## config.mk

```make
export PLATFORM = sky130hd
export DESIGN_NAME = mem_bus_ctrl
export DESIGN_NICKNAME = d
export VERILOG_FILES = /design/src/rtl/mem_bus_ctrl_pkg.sv /design/src/rtl/mem_bus_ctrl_addr_inc.sv /design/src/rtl/mem_bus_ctrl.sv
export SDC_FILE = /design/constraint.sdc
export NUM_CORES = 1
export LEC_CHECK = 0
export BUFFER_PORTS_ARGS = -buffer_cell sky130_fd_sc_hd__buf_4
export CAP_MARGIN = 30
export CORE_MARGIN = 8
export CORE_UTILIZATION = 52
export DETAILED_ROUTE_END_ITERATION = 10
export GPL_TIMING_DRIVEN = 0
export PLACE_DENSITY = 0.88
export SETUP_SLACK_MARGIN = 0.15
export SKIP_LAST_GASP = 1
export SYNTH_ARGS = -nofsm -noshare
export SYNTH_HDL_FRONTEND = slang
export SYNTH_SLANG_ARGS = --single-unit
export TNS_END_PERCENT = 20
```

## constraint.sdc

```tcl
create_clock -name clk -period 3 [get_ports clk]
set_input_delay 0.15 -clock clk [delete_from_list [all_inputs] [get_ports clk]]
set_output_delay 0.15 -clock clk [all_outputs]
set_load 0.005 [all_outputs]
```

## src/rtl/mem_bus_ctrl_pkg.sv

```systemverilog
// Shared types and constants for the CPU-side byte-wide memory bus controller.
package mem_bus_ctrl_pkg;

  typedef enum logic [1:0] {
    IDLE = 2'd0,
    LO   = 2'd1,
    HI   = 2'd2,
    DONE = 2'd3
  } state_t;

  localparam logic [1:0] MEM_WMASK_BYTE = 2'b01;
  localparam logic       WSTROBE_IDLE   = 1'b1;
  localparam logic       WSTROBE_ACTIVE = 1'b0;

  function automatic logic is_strobe_state(input state_t s);
    return (s == LO) || (s == HI);
  endfunction

endpackage

```

## src/rtl/mem_bus_ctrl_addr_inc.sv

```systemverilog
// High-byte address generator for 16-bit little-endian accesses.
module mem_bus_ctrl_addr_inc #(
  parameter bit PAGE_WRAP = 1'b0,
  parameter int ADDR_W    = 16
) (
  input  logic [ADDR_W-1:0] addr,
  output logic [ADDR_W-1:0] hi_addr
);

  generate
    if (PAGE_WRAP) begin : g_page_wrap
      // Carry out of the low byte is dropped, like the 6502 JMP (ind) fetch.
      assign hi_addr = {addr[ADDR_W-1:8], addr[7:0] + 8'd1};
    end else begin : g_linear
      assign hi_addr = addr + {{(ADDR_W-1){1'b0}}, 1'b1};
    end
  endgenerate

endmodule

```

## src/rtl/mem_bus_ctrl.sv

```systemverilog
// Sequences single-cycle CPU requests into one or two byte accesses on the
// byte-wide memory and returns the assembled result with a busy/done handshake.
//
//   state | meaning
//   IDLE  | waiting for req; memory strobes inactive
//   LO    | low byte access at the latched address
//   HI    | high byte access at the incremented address (word only)
//   DONE  | done pulse; request inputs ignored
module mem_bus_ctrl
  import mem_bus_ctrl_pkg::*;
#(
  parameter bit PAGE_WRAP = 1'b0,
  parameter int ADDR_W    = 16
) (
  input  logic              clk,
  input  logic              rst,
  input  logic              req,
  input  logic              we,
  input  logic              word,
  input  logic [ADDR_W-1:0] addr,
  input  logic [15:0]       wdata,
  output logic              busy,
  output logic              done,
  output logic [15:0]       rdata,
  output logic              mem_read,
  output logic              mem_write,
  output logic [1:0]        mem_wmask,
  output logic [ADDR_W-1:0] mem_address,
  output logic [7:0]        mem_wdata,
  input  logic [7:0]        mem_rdata
);

  state_t            state;
  logic [ADDR_W-1:0] addr_q;
  logic [ADDR_W-1:0] hi_addr;
  logic [15:0]       wdata_q;
  logic              we_q;
  logic              word_q;

  mem_bus_ctrl_addr_inc #(
    .PAGE_WRAP (PAGE_WRAP),
    .ADDR_W    (ADDR_W)
  ) u_addr_inc (
    .addr    (addr_q),
    .hi_addr (hi_addr)
  );

  always_ff @(posedge clk) begin
    if (rst) begin
      state   <= IDLE;
      busy    <= 1'b0;
      done    <= 1'b0;
      rdata   <= 16'h0000;
      addr_q  <= '0;
      wdata_q <= 16'h0000;
      we_q    <= 1'b0;
      word_q  <= 1'b0;
    end else begin
      done <= 1'b0;
      case (state)
        IDLE: begin
          if (req) begin
            addr_q  <= addr;
            wdata_q <= wdata;
            we_q    <= we;
            word_q  <= word;
            busy    <= 1'b1;
            state   <= LO;
          end
        end
        LO: begin
          if (!we_q) begin
            rdata[7:0] <= mem_rdata;
            if (!word_q) rdata[15:8] <= 8'h00;
          end
          if (word_q) begin
            state <= HI;
          end else begin
            state <= DONE;
            done  <= 1'b1;
          end
        end
        HI: begin
          if (!we_q) rdata[15:8] <= mem_rdata;
          state <= DONE;
          done  <= 1'b1;
        end
        DONE: begin
          busy  <= 1'b0;
          state <= IDLE;
        end
        default: begin
          busy  <= 1'b0;
          state <= IDLE;
        end
      endcase
    end
  end

  // The high-byte write strobe is suppressed by rst so an aborted word write
  // never lands its second byte.
  always_comb begin
    mem_read    = 1'b0;
    mem_write   = WSTROBE_IDLE;
    mem_address = addr_q;
    mem_wdata   = 8'h00;
    if (is_strobe_state(state)) begin
      if (state == HI) mem_address = hi_addr;
      if (we_q) begin
        mem_wdata = (state == HI) ? wdata_q[15:8] : wdata_q[7:0];
        if (state == LO || !rst) mem_write = WSTROBE_ACTIVE;
      end else begin
        mem_read = 1'b1;
      end
    end
  end

  assign mem_wmask = MEM_WMASK_BYTE;

endmodule
```

==> Word-level counts from Yosys, hierarchy flattened <==
Index checks and enable logic that the tools add are counted.
Widths: inputs -> output; s select.
{ "totals": {"reg_bits": 54, "output_inout_bits": 46, "word_cells": 49} }
{ "op_classes": {"n_mux": 21, "addsub": 1, "reduce_logical": 10, "bitwise_logic": 1, "eq_ne": 7} }
{ "ops": {"columns": ["op", "n"], "rows": [
  ["$mux 16", 3],
  ["$mux 8", 5],
  ["$add 16x1->16 const B", 1],
  ["$pmux 8 s2", 1],
  ["$mux 1", 8],
  ["$ne 2x2->1 const B", 4],
  ["$pmux 2 s4", 1],
  ["$reduce_and 2->1", 3],
  ["$eq 2x2->1 const B", 2],
  ["$pmux 1 s2", 2],
  ["$reduce_and 4->1", 1],
  ["$reduce_bool 2->1", 2],
  ["$eq 2x1->1 const B", 1],
  ["$logic_not 2->1", 1],
  ["$logic_or 1x1->1", 2],
  ["$mux 2", 1],
  ["$logic_not 1->1", 1],
  ["$not 1->1", 1]
]} }

==> Longest topological paths before layout <==
{ "depth": {"depth_word": 5, "ltp_mapped": 7, "depth_no_buf": 6} }

==> Modules after synthesis <==
From an unflattened synthesis, not the netlist that was laid out.
{ "unflattened": {"hier_cells": 323, "area_unflattened_um2": 2690.1} }
{ "by_module_without_submodules": {"columns": ["module", "n_inst", "seq_area_each_um2", "cells_per_inst", "area_per_inst_um2"], "rows": [
  ["mem_bus_ctrl", 1, 1081.0, 280, 2392.3],
  ["mem_bus_ctrl_addr_inc", 1, 0.0, 43, 297.8]
]} }

==> Worst setup path after synthesis <==
Ideal clock, no wire load.
{ "synth_path": {"path_kind": "reg2out", "from": "register state[0]", "to": "output mem_address[7]", "setup_slack_ns": 1.366, "stages_incl_launch_ff": 7, "n_path_buf": 0, "arrival_time_ns": 1.484, "cell_sequence": "dfxtp_1 inv_1 ha_1 and4_1 and2_1 and4_1 xor2_1"} }
{ "synth_between": {"elab_chain_len": 3} }
{ "synth_lines": {"columns": ["element", "line_no", "rtl"], "rows": [
  ["from (decl)", "mem_bus_ctrl.sv:33", "state_t state;"],
  ["from (signal assigned)", "mem_bus_ctrl.sv:50", "state <= IDLE;"],
  ["from (signal assigned)", "mem_bus_ctrl.sv:68", "state <= LO;"],
  ["from (signal assigned)", "mem_bus_ctrl.sv:77", "state <= HI;"],
  ["$eq 2x2->1 / $eq 2x1->1 (equally long branches)", "mem_bus_ctrl_pkg.sv:16, mem_bus_ctrl.sv:108", null],
  ["$mux 16 / $logic_or 1x1->1 (equally long branches)", "mem_bus_ctrl.sv:108, mem_bus_ctrl_pkg.sv:16", null],
  ["$mux 16 *", "mem_bus_ctrl.sv:107", "if (is_strobe_state(state)) begin"],
  ["to (decl)", "mem_bus_ctrl.sv:28", "output logic [ADDR_W-1:0] mem_address,"]
]} }
Every way passes the cells marked *; elsewhere a longest branch is shown, timed or not.

==> Worst setup path after layout <==
{ "layout_path": {"from": "register state[0]", "to": "output mem_address[13]"} }
The elaborated chain is that of the path after synthesis.

==> impl_metrics.toml <==
[global_route]
globalRouteMet1Util_pct = 19.2
grt_max_degree = 16
grt_use_total_pct = 18.2
first_global_vias = 2368
busiest_layer = "met2"
grt_first_pass_wirelength_um = 10800
antenna_found_initial = 0
gr-usage-met2_pct = 31.4
use_met3_pct = 8.01
grt-ovfl-total = 0

[finish]
antenna_cells = 0
instances_no_fill = 441
fill_cells = 322
area_delta_synth_final_pct = 33.1
nets = 439
drive_gt1_share_pct = 28.0
multiInputGateArea_sq_um = 1230
ff_latch_area_sq_um = 1080

[clock_network]
clk_pin_slew_ns = 0.10
clk_path_buf_depth = 2
cts_root_buf = "clkbuf_8"
post-cts-setup-buffers = 0
htreeDepth = 2
cts_tree = "built"
cts.repair.resized = 0
numClockSinks = 54
ctsHoldBuffers = 0
clock_latency_ns = 0.31
cts_buffers = 5

[floorplan]
fp.dieW_um = 84.0
start_util_pct = 54.5
placementRows = 24
dieArea_sq_um = 7060
ios = 91
core_area_sq_um = 4410
die_h_um = 84.0

[sta]
fmax_ghz = 0.421
finalWorstSetupSlack_ns = 0.627
fin_tns_setup_ns = 0
finalSetupViolations = 0
rsz0062_at_grt = "no"
skew_ns = 0.0103
period_share_pct = 79.1
drv_slew = 0
finalHoldViolations = 0
worst_slew_pin_slew_ns = 0.615
min_period_ns = 2.37
max-slew-margin-rel_pct = 58.9

[drt]
drt-total-wl_um = 6510
viasPerCell = 5.10
drcViolationCount = 0
first_pass_iters = 4
vias = 2249
drt_iter0_markers = 117
wl_per_cell_um = 14.8
antenna_left = 0

[setup_path]
critPathMaxFanout = 6
timing.critical_path.buf_inv = 2
critPathLaunchType = "register"
cp.required_ns = 2.85
cp_cell_sequence = "inv_1 > ha_1 > and4_1 > and4_4 > nand4_2 > xnor2_1 > buf_4"
critical_path.max_stage_delay_ns = 0.40
path_class = "register to primary output"
crit_arrival_ns = 2.22
critPathTopFamily = "simple AND/OR/NAND/NOR gates"
end_kind = "primary output"
cp_slowest_cell = "dfxtp_1"

[synthesis]
yosysWarningCount = 0
ys_seq_area_share_pct = 44.9
netlist_area_sq_um = 2410
avgSynthCellArea_sq_um = 8.16
ys_ff_latch = 54
netlist_instances = 295
synthDistinctLibCells = 29
syn-num-nets = 345

[outcome]
status = "complete, no violations"

[placed_design]
place_inst = 434
post-place-ws_ns = 0.992
post-dp-hpwl_um = 5080
gp_congestion = 0.830
numPortBuffers = 87

[run]
maxCapViolCount = 0

[power_and_ir_drop]
power_density_nw_per_um2 = 677
ir_drop_uv = 441
static-leakage-power_nw = 1.40

[min_path]
hp-class = "input port to register"
## layer usage
metal  wire, um  part of all wire (%)
met1       2620                    40
met2       3220                    49
met3        594                   9.1
met4         77                   1.2
met5          0                     0
## metrics by stage
step	utilization [%]	total power, W	instance area [sq um]	hold WS (ns)
after floorplan	-	0.00145	2410	0.286
after global placement	70.8	0.00176	3130	0.392
after detailed placement	70.8	0.00180	3130	0.405
after CTS	72.6	0.00218	3200	0.0782
after global routing	72.6	0.00231	3200	0.0737
final	72.6	0.00217	3200	0.0733
## cells in the final DEF, fill, tap and decap left out, drive strengths merged, types with 2 or more instances in the layout
cell | netlist | routed
nand2 | 77 | 77
a22oi | 8 | 8
dfxtp | 54 | 54
and2 | 7 | 7
nor2 | 31 | 31
ha | 5 | 5
nand3 | 3 | 3
inv | 5 | 5
and4 | 4 | 4
a21o | 2 | 2
xnor2 | 11 | 11
nand2b | 3 | 3
xor2 | 4 | 4
buf | 8 | 95
mux2i | 17 | 17
nand4 | 3 | 3
clkinv | 0 | 2
nor2b | 2 | 2
a21oi | 35 | 35
clkbuf | 9 | 14
conb | 2 | 2
## final timing paths
check | to | depth (start not counted) | from | slack, ns
worst max-delay path | mem_address[13] | 7 | state[0] | 0.63
worst min-delay path | addr_q[0] | 3 | addr[0] | 0.07
worst max register to register | wdata_q[3] | 6 | state[0] | 1.22
worst min register to register | wdata_q[0] | 2 | wdata_q[0] | 0.46
## final cells by class
type,count,share of cell area [%]
clock buffers,5,2.15
well taps,52,2.03
inverters,5,0.586
multi-input cells,219,38.3
plain buffers,17,2.46
flip-flops and latches,54,33.7
repair buffers,87,20.4
clock inverters,2,0.312
## report_power, final
| group | switching [W] | total, W | internal [W] |
|---|---|---|---|
| clock | 0.000230 | 0.000387 | 0.000157 |
| sequential | 0.0000953 | 0.000942 | 0.000846 |
| combinational | 0.000445 | 0.000840 | 0.000395 |
| total | 0.000771 | 0.00217 | 0.00140 |
## logic make-up (layout without fill, tap and decap cells)
family                   Yosys count  after routing  share of synthesized area, %
AO/OA/AOI/OAI                     48             48                          11.4
XOR/XNOR                          15             15                          5.46
adder cells (fa/ha/maj)            5              5                          2.60
buffers and inverters             22            116                          4.05
flip-flops                        54             54                          44.9
multiplexers                      18             18                          7.54
other                              2              2                         0.312
AND/OR/NAND/NOR                  131            131                          23.7
## state kept, by name (all words and copies together) (netlist names)
signal / count
addr_q: 16
rdata: 16
wdata_q: 16
state: 2
busy: 1
done: 1
we_q: 1
word_q: 1
## worst reg2reg max path, cell delays in order, from the launching register on
cell	delay [ns]
dfxtp_1	0.40
inv_1	0.09
ha_1	0.25
nand2_1	0.27
clkbuf_1	0.42
nand2_1	0.12
a21oi_1	0.16
## Yosys cell counts
cell type / count / share of area (%)
nand2_1: 77 / 12
dfxtp_1: 54 / 45
a21oi_1: 35 / 7.3
nor2_1: 31 / 4.8
mux2i_1: 17 / 7.1
xnor2_1: 11 / 4.0
clkbuf_1: 9 / 1.4
a22oi_1: 8 / 2.5
buf_2: 6 / 1.2
and2_1: 5 / 1.3
ha_1: 5 / 2.6
inv_1: 5 / 0.78
xor2_1: 4 / 1.5
nand2b_1: 3 / 0.78
nand3_1: 3 / 0.62
a21o_1: 2 / 0.62
and2_2: 2 / 0.62
and4_1: 2 / 0.73
and4_4: 2 / 0.94
buf_4: 2 / 0.62
conb_1: 2 / 0.31
nand4_1: 2 / 0.52
nor2b_1: 2 / 0.52
a211oi_2: 1 / 0.52
mux2_2: 1 / 0.47
nand4_2: 1 / 0.52
nor3b_1: 1 / 0.31
o21a_1: 1 / 0.31
o21ai_0: 1 / 0.21
Note: power is estimated with default switching activity, not from simulation.
